--- src/rtl/lz_pkg.sv ---
// Shared types and helpers for the pipelined leading-zero counter.
// Latency: none (package only).
// Backpressure: none (package only).
package lz_pkg;

    localparam int LZ_BYTE_W = 8;
    localparam int LZ_CNT_W  = 3;

    // Per-byte encoding: z_bar=1 when the byte holds a set bit, cnt = zeros above it
    typedef struct packed {
        logic                z_bar;
        logic [LZ_CNT_W-1:0] cnt;
    } lz_byte_t;

    // Count width needed to represent 0..width inclusive
    function automatic int lz_cw(input int width);
        return $clog2(width + 1);
    endfunction

endpackage

--- src/rtl/lz_byte.sv ---
// Combinational 8-bit leading-zero encoder producing {z_bar, cnt}.
// Latency: 0 cycles, pure combinational.
// Backpressure: none; the enclosing pipeline stage decides when to capture.
module lz_byte
    import lz_pkg::*;
(
    input  logic [LZ_BYTE_W-1:0] byte_i,
    output lz_byte_t             enc_o
);

    // Scan from LSB upward so the highest set bit is the one that sticks
    always_comb begin
        enc_o.z_bar = |byte_i;
        enc_o.cnt   = '0;
        for (int i = 0; i < LZ_BYTE_W; i++) begin
            if (byte_i[i]) begin
                enc_o.cnt = LZ_CNT_W'(LZ_BYTE_W - 1 - i);
            end
        end
    end

endmodule

--- src/rtl/lz_count_pipe.sv ---
// Two-stage leading-zero counter (per-byte encode, then merge); LZC_NORM_EN adds a normalised-operand output.
// Latency: 2 cycles from input acceptance to o_valid, throughput 1 per cycle.
// Backpressure: both stages hold when i_ready=0; o_ready is combinational from i_ready, no skid buffer.
module lz_count_pipe
    import lz_pkg::*;
#(
    parameter  int WIDTH = 64,
    parameter  int TAG_W = 4,
    localparam int CW    = lz_cw(WIDTH)
) (
    input  logic             i_clk,
    input  logic             i_rst_n,
    input  logic             i_valid,
    output logic             o_ready,
    input  logic [WIDTH-1:0] i_data,
    input  logic [TAG_W-1:0] i_tag,
    output logic             o_valid,
    input  logic             i_ready,
    output logic [CW-1:0]    o_zeros,
    output logic             o_zero,
    output logic [TAG_W-1:0] o_tag
`ifdef LZC_NORM_EN
    ,
    output logic [WIDTH-1:0] o_norm
`endif
);

    localparam int NB = WIDTH / LZ_BYTE_W;

    logic                 advance_s1;
    logic                 advance_s2;

    lz_byte_t [NB-1:0]    enc_d;
    lz_byte_t [NB-1:0]    s1_enc_q;
    logic                 s1_vld_q;
    logic [TAG_W-1:0]     s1_tag_q;

    logic [CW-1:0]        zeros_d;
    logic                 zero_d;
    logic [CW-1:0]        zeros_q;
    logic                 zero_q;
    logic                 valid_q;
    logic [TAG_W-1:0]     tag_q;

    // A stage may load when it is empty or its contents move on this edge
    assign advance_s2 = !valid_q || i_ready;
    assign advance_s1 = !s1_vld_q || advance_s2;
    assign o_ready    = advance_s1;

    genvar g;
    generate
        for (g = 0; g < NB; g++) begin : g_byte
            lz_byte u_byte (
                .byte_i (i_data[g*LZ_BYTE_W +: LZ_BYTE_W]),
                .enc_o  (enc_d[g])
            );
        end
    endgenerate

    // Stage 1: capture per-byte encodings and the tag of an accepted operand
    always_ff @(posedge i_clk or negedge i_rst_n) begin
        if (!i_rst_n) begin
            s1_vld_q <= 1'b0;
            s1_enc_q <= '0;
            s1_tag_q <= '0;
        end else if (advance_s1) begin
            s1_vld_q <= i_valid;
            if (i_valid) begin
                s1_enc_q <= enc_d;
                s1_tag_q <= i_tag;
            end
        end
    end

    // Priority merge: walk bytes from LSB upward so the most significant non-zero byte wins
    always_comb begin
        zeros_d = CW'(WIDTH);
        zero_d  = 1'b1;
        for (int j = 0; j < NB; j++) begin
            if (s1_enc_q[j].z_bar) begin
                zeros_d = (CW'(NB - 1 - j) << 3) + CW'(s1_enc_q[j].cnt);
                zero_d  = 1'b0;
            end
        end
    end

    // Stage 2: register the merged count; outputs hold while the result is unaccepted
    always_ff @(posedge i_clk or negedge i_rst_n) begin
        if (!i_rst_n) begin
            valid_q <= 1'b0;
            zeros_q <= '0;
            zero_q  <= 1'b0;
            tag_q   <= '0;
        end else if (advance_s2) begin
            valid_q <= s1_vld_q;
            if (s1_vld_q) begin
                zeros_q <= zeros_d;
                zero_q  <= zero_d;
                tag_q   <= s1_tag_q;
            end
        end
    end

    assign o_valid = valid_q;
    assign o_zeros = zeros_q;
    assign o_zero  = zero_q;
    assign o_tag   = tag_q;

`ifdef LZC_NORM_EN
    logic [WIDTH-1:0] s1_data_q;
    logic [WIDTH-1:0] norm_q;

    // Operand travels with its encodings so it can be shifted in stage 2
    always_ff @(posedge i_clk or negedge i_rst_n) begin
        if (!i_rst_n) begin
            s1_data_q <= '0;
        end else if (advance_s1 && i_valid) begin
            s1_data_q <= i_data;
        end
    end

    // Zero-fill shift; an all-zero operand naturally yields zero
    always_ff @(posedge i_clk or negedge i_rst_n) begin
        if (!i_rst_n) begin
            norm_q <= '0;
        end else if (advance_s2 && s1_vld_q) begin
            norm_q <= s1_data_q << zeros_d;
        end
    end

    assign o_norm = norm_q;
`endif

endmodule

--- config.mk ---
export PLATFORM = sky130hd
export DESIGN_NAME = lz_count_pipe
export DESIGN_NICKNAME = d
export VERILOG_FILES = /design/src/rtl/lz_pkg.sv /design/src/rtl/lz_byte.sv /design/src/rtl/lz_count_pipe.sv
export SDC_FILE = /design/constraint.sdc
export NUM_CORES = 1
export LEC_CHECK = 0
export CAP_MARGIN = 10
export CORE_ASPECT_RATIO = 1.4
export CORE_MARGIN = 2
export CORE_UTILIZATION = 46
export DETAILED_ROUTE_END_ITERATION = 16
export PLACE_DENSITY = 0.77
export SYNTH_ARGS = -nofsm -noshare
export SYNTH_HDL_FRONTEND = slang
export SYNTH_SLANG_ARGS = --single-unit
--- constraint.sdc ---
create_clock -name i_clk -period 1.5 [get_ports i_clk]
set_input_delay 0.225 -clock i_clk [delete_from_list [all_inputs] [get_ports i_clk]]
set_output_delay 0.225 -clock i_clk [all_outputs]
set_load 0.02 [all_outputs]
==> parameters.txt <==
Parameter                              Value

Synthesis
  Library cell with the largest summed area after synthesis    sky130_fd_sc_hd__dfrtp_1
  Most repeated cell in the gate-level netlist after synthesis    sky130_fd_sc_hd__dfrtp_1
  Dominant synthesized flop cell    sky130_fd_sc_hd__dfrtp_1
  Fraction of registers with async set/reset    100%
  Post-synth top area share    45.8%
  Post-synthesis mux area share    2.06%
  Seq/Total Area, Yosys    45.8%
  Fraction of the mapped netlist area in simple logic gates    22.1%
  Number of library cell types mapped by synthesis    42
  Average size of a mapped cell    8.75 um^2
  Xor/xnor share of the synthesized area    0%
  Leading post-synthesis cells by instance count    sky130_fd_sc_hd__dfrtp_1, sky130_fd_sc_hd__nor2_1, sky130_fd_sc_hd__nand2_1
  Count of state elements after synthesis    49
  Post-synthesis cell count    306
  Synth warn    0
  Leading post-synthesis cells by cell area    sky130_fd_sc_hd__dfrtp_1, sky130_fd_sc_hd__nor2_1, sky130_fd_sc_hd__a21oi_1
  Number of enable-type register cells in the synthesized netlist    0
  Adder-cell area share of the yosys netlist    0%
  Post-Syn Area    0.00268 mm^2
  Synthesized Nets    378
  Dominant combinational cell family by area after synthesis    compound AO/OA/AOI/OAI gates
  Compound-Gate Fraction of Synth Area    24.2%

Routing
  Final Routed Wirelength    6.62 mm
  Pre-antenna DRT Iters    4
  DR vias/cell    5.57
  Routed via count    2648
  Number of antenna-violating nets in the routed design    0
  Routed length per placed instance    13.9 um
  Count of routing violations after the opening detailed-route iteration    173
  Post-detailed-route DRC marker count    0

Final layout
  Final standard cell area without fillers    0.00379 mm^2
  Count of fill cells added during filler insertion    475
  Number of antenna cells inserted    0
  Utilization of the core after routing    68.1%
  Fraction of final layout cells with drive strength greater than 1    10.6%
  Number of nets in the layout    478
  Post-synthesis to final-layout area growth    41.7%

Clock network
  Clock sink count    49
  Total CTS buffers    5
  Number of buffers on the longest clock path    2
  Source-to-sink clock delay at the later pin of the worst-skew pair    0.30 ns
  Root buffer selected by CTS    sky130_fd_sc_hd__clkbuf_8
  H-tree level count    2
  TritonCTS clock tree    yes
  Clock slew at reported path FFs    0.09 ns

Global routing
  Grt met3 use    3.96%
  Wire length of the first global-routing pass    11.1 mm
  Met2 track demand over resource    39.9%
  Most used routing layer    met2
  GRT met1 Usage    25.3%
  Number of antenna violations at the first check in global routing    0
  Total congestion overflow after global routing    0
  Pin count of the biggest net entering global routing    50
  Vias in the first global route    2628
  Total routing resource utilization after global routing    22.1%

Run status
  Outcome    completed

Timing
  RSZ-0062 raised after global routing    no
  WHS    0.443 ns
  Total negative slack for setup checks    0 ns
  Portion of the clock cycle consumed by the worst path in the final layout    95.0%
  Time the final worst path needs with I/O delays and setup    1.42 ns
  Pins Over Slew Limit    0
  Timing-limited maximum frequency    702 MHz
  Endpoints failing setup    0
  Worst slew margin    67.5%
  Worst-case clock skew    0.00704 ns
  Hold Fails Final Rpt    0
  Slew @ Worst Pin    0.483 ns

Floorplanning
  Vertical extent of the die    94.3 um
  Area of the die    0.00645 mm^2
  Die Wd    68.5 um
  Area of the placeable core    0.00557 mm^2
  Core Rows    32
  Starting density of the core    48.1%
  Boundary Pins    86

Critical path
  Setup slack, reg-to-reg    0.10 ns
  Critical path startpoint category    input port
  CP arrival    1.61 ns
  Worst reg2reg path depth    5
  Kind of critical path    input port to flip-flop
  Critical Path RT    1.69 ns
  Largest fanout on the critical path    14
  Worst setup path start    i_ready
  Critical register-to-register path endpoint    o_zeros[4]
  Element type at the critical path end    flip-flop
  Reg2reg start    s1_enc_q[15]
  Endpoint of the worst setup timing path    s1_enc_q[13]

Placement
  Total cell area at the placement stage    0.00368 mm^2
  DPL Wire Length    5.27 mm
  Number of buffer cells added on primary ports    85
  Routability-driven placement congestion ratio    0.814

Power and ir drop
  Maximum vdd drop    0.479 mV
  Pwr Density    800 mW/mm^2
  Post-layout power    3.03 mW
  Leakage component of the power    1.69 nW

Min path
  Kind of path behind the tightest hold check    input port to flip-flop

Run
  Max_cap viols    0
==> power by group <==
group	switching [mW]	internal [mW]
Combinational	0.355	0.405
Clock	0.429	0.329
Sequential	0.0727	1.44
Total	0.857	2.18
==> cell type report <==
class	instances	area [um^2]	share of cell area, %
Clock buffer	6	72.6	1.91
Clock inverter	2	15.0	0.396
Inverter	14	52.6	1.39
Multi-Input combinational cell	228	1310	34.4
Sequential cell	49	1230	32.3
Tap cell	68	85.1	2.24
Timing Repair Buffer	108	1030	27.3
==> worst max-delay path: stages <==
cell	delay, ns
sky130_fd_sc_hd__clkdlybuf4s50_1	0.41
sky130_fd_sc_hd__nand3b_1	0.17
sky130_fd_sc_hd__buf_4	0.18
sky130_fd_sc_hd__nand2_1	0.14
sky130_fd_sc_hd__buf_4	0.23
sky130_fd_sc_hd__a21oi_1	0.06
sky130_fd_sc_hd__a22o_1	0.20
==> cells in the final DEF, fill, tap and decap left out, types with 7 or more instances in the layout <==
cell type,n
sky130_fd_sc_hd__clkdlybuf4s50_1,70
sky130_fd_sc_hd__dfrtp_1,49
sky130_fd_sc_hd__nor2_1,42
sky130_fd_sc_hd__nand2_1,35
sky130_fd_sc_hd__a21oi_1,28
sky130_fd_sc_hd__buf_4,20
sky130_fd_sc_hd__inv_1,13
sky130_fd_sc_hd__o21ai_0,13
sky130_fd_sc_hd__nand2b_1,13
sky130_fd_sc_hd__nand3_1,10
sky130_fd_sc_hd__o21ai_1,10
sky130_fd_sc_hd__nor4_1,9
sky130_fd_sc_hd__o31ai_1,9
sky130_fd_sc_hd__o21bai_1,9
sky130_fd_sc_hd__a41oi_1,8
sky130_fd_sc_hd__dlygate4sd2_1,8
sky130_fd_sc_hd__a22o_1,7
==> cells by family after synthesis <==
logic type	after synthesis
muxes	5
buffers and inverters	29
DFF	49
and+or+nand+nor	124
AOI/OAI and AO/OA	99
==> state kept, by name, indices dropped and copies added (netlist names) <==
signal / count
o_zeros: 7
o_tag: 4
s1_enc_q: 32
s1_tag_q: 4
s1_vld_q: 1
o_valid: 1
==> per-stage QoR <==
step,worst slack (ns),cells
floorplan,0.105,306
global placement,-0.306,466
detailed placement,-0.297,466
CTS,0.00592,475
global route,0.0101,475
finish,0.0755,475
==> timing repair <==
item,in CTS,in global routing
endpoints found under the setup margin,10,10
pin swaps,0,0
gates resized for setup,12,9
hold buffers,1,0
endpoints found under the hold margin,49,0
buffers inserted,0,0
==> worst min-delay path by stage <==
stage / startpoint / endpoint / cells after the start
after floorplan: i_rst_n / o_tag[0] / 0
after global placement: i_rst_n / s1_enc_q[3] / 2
after detailed placement: i_rst_n / s1_enc_q[3] / 2
after CTS: i_tag[0] / s1_tag_q[0] / 3
after global routing: i_tag[0] / s1_tag_q[0] / 3
final: i_tag[0] / s1_tag_q[0] / 3
==> layer usage <==
| metal | wire [um] | vias to the layer above |
|---|---|---|
| met5 | 0 | - |
| met4 | 133 | 0 |
| met3 | 233 | 12 |
| met2 | 3540 | 61 |
| met1 | 2720 | 1275 |
| li1 | - | 1300 |
(Power assumes the default switching activity.)
